--- src/rtl/kf_pkg.sv ---
// Shared types and helpers for the Kalman filter state-vector UART transmitter.
// Holds the byte-level FSM encoding, the default sync byte and the word-to-byte sizing.
package kf_pkg;

  typedef enum logic [1:0] {
    IDLE  = 2'd0,
    START = 2'd1,
    DATA  = 2'd2,
    STOP  = 2'd3
  } tx_state_e;

  localparam logic [7:0] HEADER_DEFAULT = 8'hA5;

  function automatic int bytes_per_word(input int width);
    return (width + 7) / 8;
  endfunction

endpackage

--- src/rtl/uart_byte_tx.sv ---
// Single-byte 8N1 serialiser with down-counting baud and bit timers.
// ready goes high in IDLE and on the last enabled cycle of a stop bit, so bytes chain with no gap.
//
//   state | meaning
//   IDLE  | line high, waiting for a byte
//   START | driving the start bit (0)
//   DATA  | shifting 8 data bits, LSB first
//   STOP  | driving the stop bit (1)
module uart_byte_tx
  import kf_pkg::*;
#(
  parameter int CLKS_PER_BIT = 868
) (
  input  logic       clk,
  input  logic       reset,
  input  logic       clk_en,
  input  logic       valid,
  input  logic [7:0] data,
  output logic       tx,
  output logic       ready
);

  localparam int BW = (CLKS_PER_BIT > 1) ? $clog2(CLKS_PER_BIT) : 1;
  localparam logic [BW-1:0] BAUD_LAST = BW'(CLKS_PER_BIT - 1);

  tx_state_e     state;
  tx_state_e     state_nxt;
  logic [BW-1:0] baud;
  logic [2:0]    bit_cnt;
  logic [7:0]    shreg;
  logic          baud_tc;
  logic          bit_tc;
  logic          load;

  assign baud_tc = (baud == '0);
  assign bit_tc  = (bit_cnt == '0);

  always_ff @(posedge clk or negedge reset) begin
    if (!reset) begin
      state <= IDLE;
    end else begin
      state <= state_nxt;
    end
  end

  always_comb begin
    state_nxt = state;
    if (clk_en) begin
      case (state)
        IDLE:    if (valid) state_nxt = START;
        START:   if (baud_tc) state_nxt = DATA;
        DATA:    if (baud_tc && bit_tc) state_nxt = STOP;
        STOP:    if (baud_tc) state_nxt = valid ? START : IDLE;
        default: state_nxt = IDLE;
      endcase
    end
  end

  always_comb begin
    ready = (state == IDLE) || ((state == STOP) && baud_tc);
    load  = clk_en && valid && ready;
  end

  always_ff @(posedge clk or negedge reset) begin
    if (!reset) begin
      tx      <= 1'b1;
      baud    <= '0;
      bit_cnt <= '0;
      shreg   <= '0;
    end else if (clk_en) begin
      if (load) begin
        shreg <= data;
        tx    <= 1'b0;
        baud  <= BAUD_LAST;
      end else begin
        case (state)
          START: begin
            if (baud_tc) begin
              tx      <= shreg[0];
              shreg   <= shreg >> 1;
              bit_cnt <= 3'd7;
              baud    <= BAUD_LAST;
            end else begin
              baud <= baud - BW'(1);
            end
          end
          DATA: begin
            if (baud_tc) begin
              baud <= BAUD_LAST;
              if (bit_tc) begin
                tx <= 1'b1;
              end else begin
                tx      <= shreg[0];
                shreg   <= shreg >> 1;
                bit_cnt <= bit_cnt - 3'd1;
              end
            end else begin
              baud <= baud - BW'(1);
            end
          end
          STOP: begin
            if (baud_tc) begin
              tx <= 1'b1;
            end else begin
              baud <= baud - BW'(1);
            end
          end
          default: tx <= 1'b1;
        endcase
      end
    end
  end

endmodule

--- src/rtl/state_vector_uart_tx.sv ---
// Packetises a snapshot of the filter state vector as HEADER, payload bytes, XOR checksum.
// Holds the snapshot, byte index, checksum and the done/overrun handshake pulses.
module state_vector_uart_tx
  import kf_pkg::*;
#(
  parameter int         WIDTH        = 16,
  parameter int         nos          = 4,
  parameter int         CLKS_PER_BIT = 868,
  parameter logic [7:0] HEADER       = HEADER_DEFAULT
) (
  input  logic             clk,
  input  logic             reset,
  input  logic             clk_en,
  input  logic             start,
  input  logic [WIDTH-1:0] State [0:nos-1],
  output logic             tx,
  output logic             busy,
  output logic             done,
  output logic             overrun
);

  localparam int BPW   = bytes_per_word(WIDTH);
  localparam int SW    = BPW * 8;
  localparam int NP    = nos * BPW;
  localparam int NB    = NP + 2;
  localparam int IW    = $clog2(NB);
  localparam int NSLOT = 1 << IW;
  localparam logic [IW-1:0] IDX_LAST = IW'(NB - 1);
  localparam logic [IW-1:0] IDX_PRE_CHK = IW'(NB - 2);

  logic [SW-1:0] snap [nos];
  logic [7:0]    payload [NSLOT];
  logic [IW-1:0] idx;
  logic [7:0]    chk;
  logic          byte_ready;
  logic          byte_valid;
  logic [7:0]    byte_data;
  logic          accept;
  logic          byte_end;
  logic          last;
  logic          finish;
  logic          advance;

  // Flattened MSB-first byte view of the snapshot; spare slots stay zero.
  always_comb begin
    for (int s = 0; s < NSLOT; s++) payload[s] = '0;
    for (int w = 0; w < nos; w++) begin
      for (int b = 0; b < BPW; b++) begin
        payload[w*BPW + b] = snap[w][8*(BPW-1-b) +: 8];
      end
    end
  end

  always_comb begin
    accept     = clk_en && start && !busy;
    byte_end   = clk_en && busy && byte_ready;
    last       = (idx == IDX_LAST);
    finish     = byte_end && last;
    advance    = byte_end && !last;
    byte_valid = accept || advance;
    if (accept) begin
      byte_data = HEADER;
    end else if (idx == IDX_PRE_CHK) begin
      byte_data = chk;
    end else begin
      byte_data = payload[idx];
    end
  end

  always_ff @(posedge clk or negedge reset) begin
    if (!reset) begin
      busy    <= 1'b0;
      idx     <= '0;
      chk     <= '0;
      done    <= 1'b0;
      overrun <= 1'b0;
      for (int i = 0; i < nos; i++) snap[i] <= '0;
    end else begin
      done    <= finish;
      overrun <= clk_en && start && busy && !finish;
      if (accept) begin
        busy <= 1'b1;
        idx  <= '0;
        chk  <= '0;
        for (int i = 0; i < nos; i++) snap[i] <= SW'(State[i]);
      end else if (advance) begin
        idx <= idx + IW'(1);
        if (idx != IDX_PRE_CHK) chk <= chk ^ payload[idx];
      end else if (finish) begin
        busy <= 1'b0;
      end
    end
  end

  uart_byte_tx #(
    .CLKS_PER_BIT(CLKS_PER_BIT)
  ) u_byte (
    .clk    (clk),
    .reset  (reset),
    .clk_en (clk_en),
    .valid  (byte_valid),
    .data   (byte_data),
    .tx     (tx),
    .ready  (byte_ready)
  );

endmodule
--- config.mk ---
export PLATFORM = sky130hd
export DESIGN_NAME = state_vector_uart_tx
export DESIGN_NICKNAME = d
export VERILOG_FILES = /design/src/rtl/kf_pkg.sv /design/src/rtl/uart_byte_tx.sv /design/src/rtl/state_vector_uart_tx.sv
export SDC_FILE = /design/constraint.sdc
export NUM_CORES = 1
export LEC_CHECK = 0
export ABC_AREA = 1
export CELL_PAD_IN_SITES_DETAIL_PLACEMENT = 1
export CELL_PAD_IN_SITES_GLOBAL_PLACEMENT = 1
export CORE_ASPECT_RATIO = 0.8
export CORE_UTILIZATION = 41
export CTS_CLUSTER_SIZE = 24
export DETAILED_ROUTE_END_ITERATION = 7
export PLACE_DENSITY = 0.86
export SKIP_CTS_REPAIR_TIMING = 1
export SLEW_MARGIN = 15
export SYNTH_ARGS = -nofsm -noshare
export SYNTH_HDL_FRONTEND = slang
export SYNTH_SLANG_ARGS = --single-unit
--- constraint.sdc ---
create_clock -name clk -period 2.3 [get_ports clk]
set_input_delay 0.575 -clock clk [delete_from_list [all_inputs] [get_ports clk]]
set_output_delay 0.575 -clock clk [all_outputs]
set_load 0.005 [all_outputs]
==> impl_metrics.tcl <==
set metrics [dict create \
    synthTopCellsByArea "dfrtp_1, nand2_1, o21ai_0, nand3_1, inv_1" \
    path_depth 8 \
    timing.hold.ws_ps 182.0 \
    finalSetupTns_ps 0 \
    cp.arrival_ps 2410 \
    postSynth.asyncResetShare_pct 100.0 \
    total_leakage_power_nw 3.358 \
    fin_crit_ps 2168 \
    postSynthCellCount 718 \
    grt_max_degree 84 \
    yosysWarnings 0 \
    cp.buffers_inverters 3 \
    drc 0 \
    synth-seq-cells 103 \
    outcome "finished clean" \
    finalWirelength_um 16130 \
    die_h_um 105.3 \
    final_hold_viol_count 0 \
    track_usage_pct 25.59 \
    power_frac_comb_pct 46.2 \
    htree_levels 3 \
    path_cells "clkinv_1 -> ha_1 -> nand3_1 -> inv_1 -> o21ai_2 -> inv_2 -> nand2_1 -> o21ai_2" \
    hold_path_class "in -> async" \
    drtIter0Drc 337 \
    core_mm2 0.01292 \
    synth-main-ff-cell "dfrtp_1" \
    min_period_over_period_pct 94.27 \
    r2r_slack_ps 130 \
    path_max_fanout 16 \
    dp_hpwl_um 11670 \
    clkTransAtPathRegs_ps 70 \
    antenna_found_initial 0 \
    total_power_mw 8.939 \
    fin_skew_ps 14.22 \
    crit_type "reg -> reg" \
    fmax_ghz 0.4612 \
    cts_made_buffers 9 \
    fin_cells 964 \
    power_density_mw_per_mm2 1323 \
    cts_tree "done" \
    setup_viol 0 \
    fin_area_mm2 0.006756 \
    max_cap_violations 0 \
    diodes 0 \
    cp_common_cell "o21ai_2" \
    ir_worst_vdd_uv 551.3 \
    area_delta_synth_final_pct 23.65 \
    p_sw_share_pct 44.01 \
    crit_required_ps 2540 \
    pwr-share-clk_pct 17.8 \
    cts-root-buf "clkbuf_16" \
    io_buffers 71 \
    synth_top_area_share_pct 46.71 \
    clkLatencyLatePin_ps 360 \
    seq_power_share_pct 36.0 \
    start_util_pct 42.30 \
    cp-start-kind "register" \
    ant_nets 0 \
    rows 37 \
    synth.largest_area_cell "dfrtp_1" \
    cts_sinks 103 \
    syn-num-nets 798 \
    die_w_um 131.1 \
    tightest_slew_ps 523.0 \
    grt_setup_unrepaired "false" \
    placedCellCount 948 \
    syn-cell-area_mm2 0.005464 \
    cts_buffer_depth 2 \
    drive_gt1_share_pct 7.731 \
    cp_top_family "buffers and inverters" \
    yosysSeqAreaShare_pct 47.19 \
    intPower_mw 5.005 \
    grt_pass1_vias 5445 \
    nNetsFinal 864 \
    placed_cell_area_mm2 0.006429 \
    p_switching_mw 3.934 \
    synth_area_per_cell_um2 7.610 \
    die_area_mm2 0.01380 \
    io_pins 72 \
    first_pass_iters 4 \
    grt_pass1_wl_um 27090 \
    synth.distinct_cells 34 \
    grt_overflow 0 \
    wl_per_cell_um 16.74 \
    critPathSlowestCell "clkinv_1" \
    endpoint_kind "register" \
    slew_headroom_pct 64.92 \
    reg2regPathDepth 8 \
    gp_congestion 0.8465 \
    vias_per_cell 5.257 \
    synth-edff-count 0 \
    vias 5068 \
    cpPeakStageDelay_ps 400 \
    slew_violations 0 \
]
-- logic make-up after synthesis --
logic type	Yosys count	synth area share (%)
buffers and inverters	102	7.396
adders and majority gates	12	2.748
AOI/OAI and AO/OA	97	10.44
and+or+nand+nor	397	31.10
xor gates and xnor gates	7	1.122
DFF	103	47.19
-- stage by stage --
| step | utilization (%) | worst slack, ps |
|---|---|---|
| 3_3_place_gp | 49.77 | 140.3 |
| 2_1_floorplan | - | 426.8 |
| 3_5_place_dp | 49.77 | 2.794 |
| 4_1_cts | 52.17 | 143.5 |
| 5_1_grt | 52.31 | 11.05 |
| 6_report | 52.31 | 131.9 |
-- placed cells by master, fill, tap and decap left out, drive strengths merged --
cell / n
nand2: 280
or2: 1
bufinv: 1
buf: 17
clkbuf: 10
nand3b: 1
clkinvlp: 3
nand4: 10
dfrtp: 102
a211oi: 1
inv: 66
nor3: 7
o21ai: 63
a21oi: 6
xor2: 7
o211ai: 26
dfstp: 1
ha: 12
clkinv: 6
nor2: 44
nand3: 54
clkdlybuf4s50: 70
o21bai: 1
-- state kept, by name, summed over array words and instances (netlist names) --
signal          cells
done                1
busy                1
u_byte.tx           1
u_byte.shreg        8
overrun             1
idx                 4
u_byte.bit_cnt      3
payload            64
u_byte.state        2
chk                 8
u_byte.baud        10
-- cell usage after synthesis (3+ instances only) --
cell and number:
nand2_1 270, dfrtp_1 102, inv_1 63, o21ai_0 53
nand3_1 51, nor2_1 41, o211ai_1 26, clkbuf_1 25
ha_1 12, nand4_1 10, xor2_1 7, a21oi_1 6
nand2_2 6, nor3_1 6, o21ai_1 6, buf_2 4
o21ai_2 4, clkinv_1 3, inv_2 3, nand2_4 3
-- final timing paths --
kind / from / endpoint
max: idx[0]$_DFFE_PN0N_ / chk[0]$_DFFE_PN0P_
max reg2reg: idx[0]$_DFFE_PN0N_ / chk[0]$_DFFE_PN0P_
max in group asynchronous: reset / payload[122]$_DFFE_PN0P_
min: reset / payload[68]$_DFFE_PN0P_
min in group clk: payload[117]$_DFFE_PN0P_ / payload[117]$_DFFE_PN0P_
min reg2reg: payload[117]$_DFFE_PN0P_ / payload[117]$_DFFE_PN0P_
-- layout make-up --
| type | instances | area, µm² |
|---|---|---|
| Multi-Input combinational cell | 513 | 2507 |
| Fill cell | 1563 | 6160 |
| Sequential cell | 103 | 2579 |
| Clock buffer | 10 | 239.0 |
| Tap cell | 175 | 219.0 |
| Timing Repair Buffer | 87 | 878.3 |
| Clock inverter | 6 | 70.07 |
| Inverter | 70 | 264.0 |
-- power by group through the flow --
| stage | logic, mW | registers [mW] | clock network (mW) |
|---|---|---|---|
| after floorplan | 2.83 | 3.07 | 0 |
| after global placement | 3.76 | 3.17 | 0 |
| after detailed placement | 4.05 | 3.24 | 0 |
| after CTS | 4.10 | 3.21 | 1.62 |
| after global routing | 4.69 | 3.32 | 1.69 |
| final | 4.13 | 3.22 | 1.59 |
-- per-layer routing --
metal	global-route usage, %	up-vias	routed length (µm)	share of wire [%]
li1	-	2415	-	-
met1	33.73	2525	7198	45
met2	42.74	117	7945	49
met3	5.787	11	854	5.3
met4	5.419	0	136	0.84
met5	0	-	0	0
Note: power is estimated with default switching activity, not from simulation.
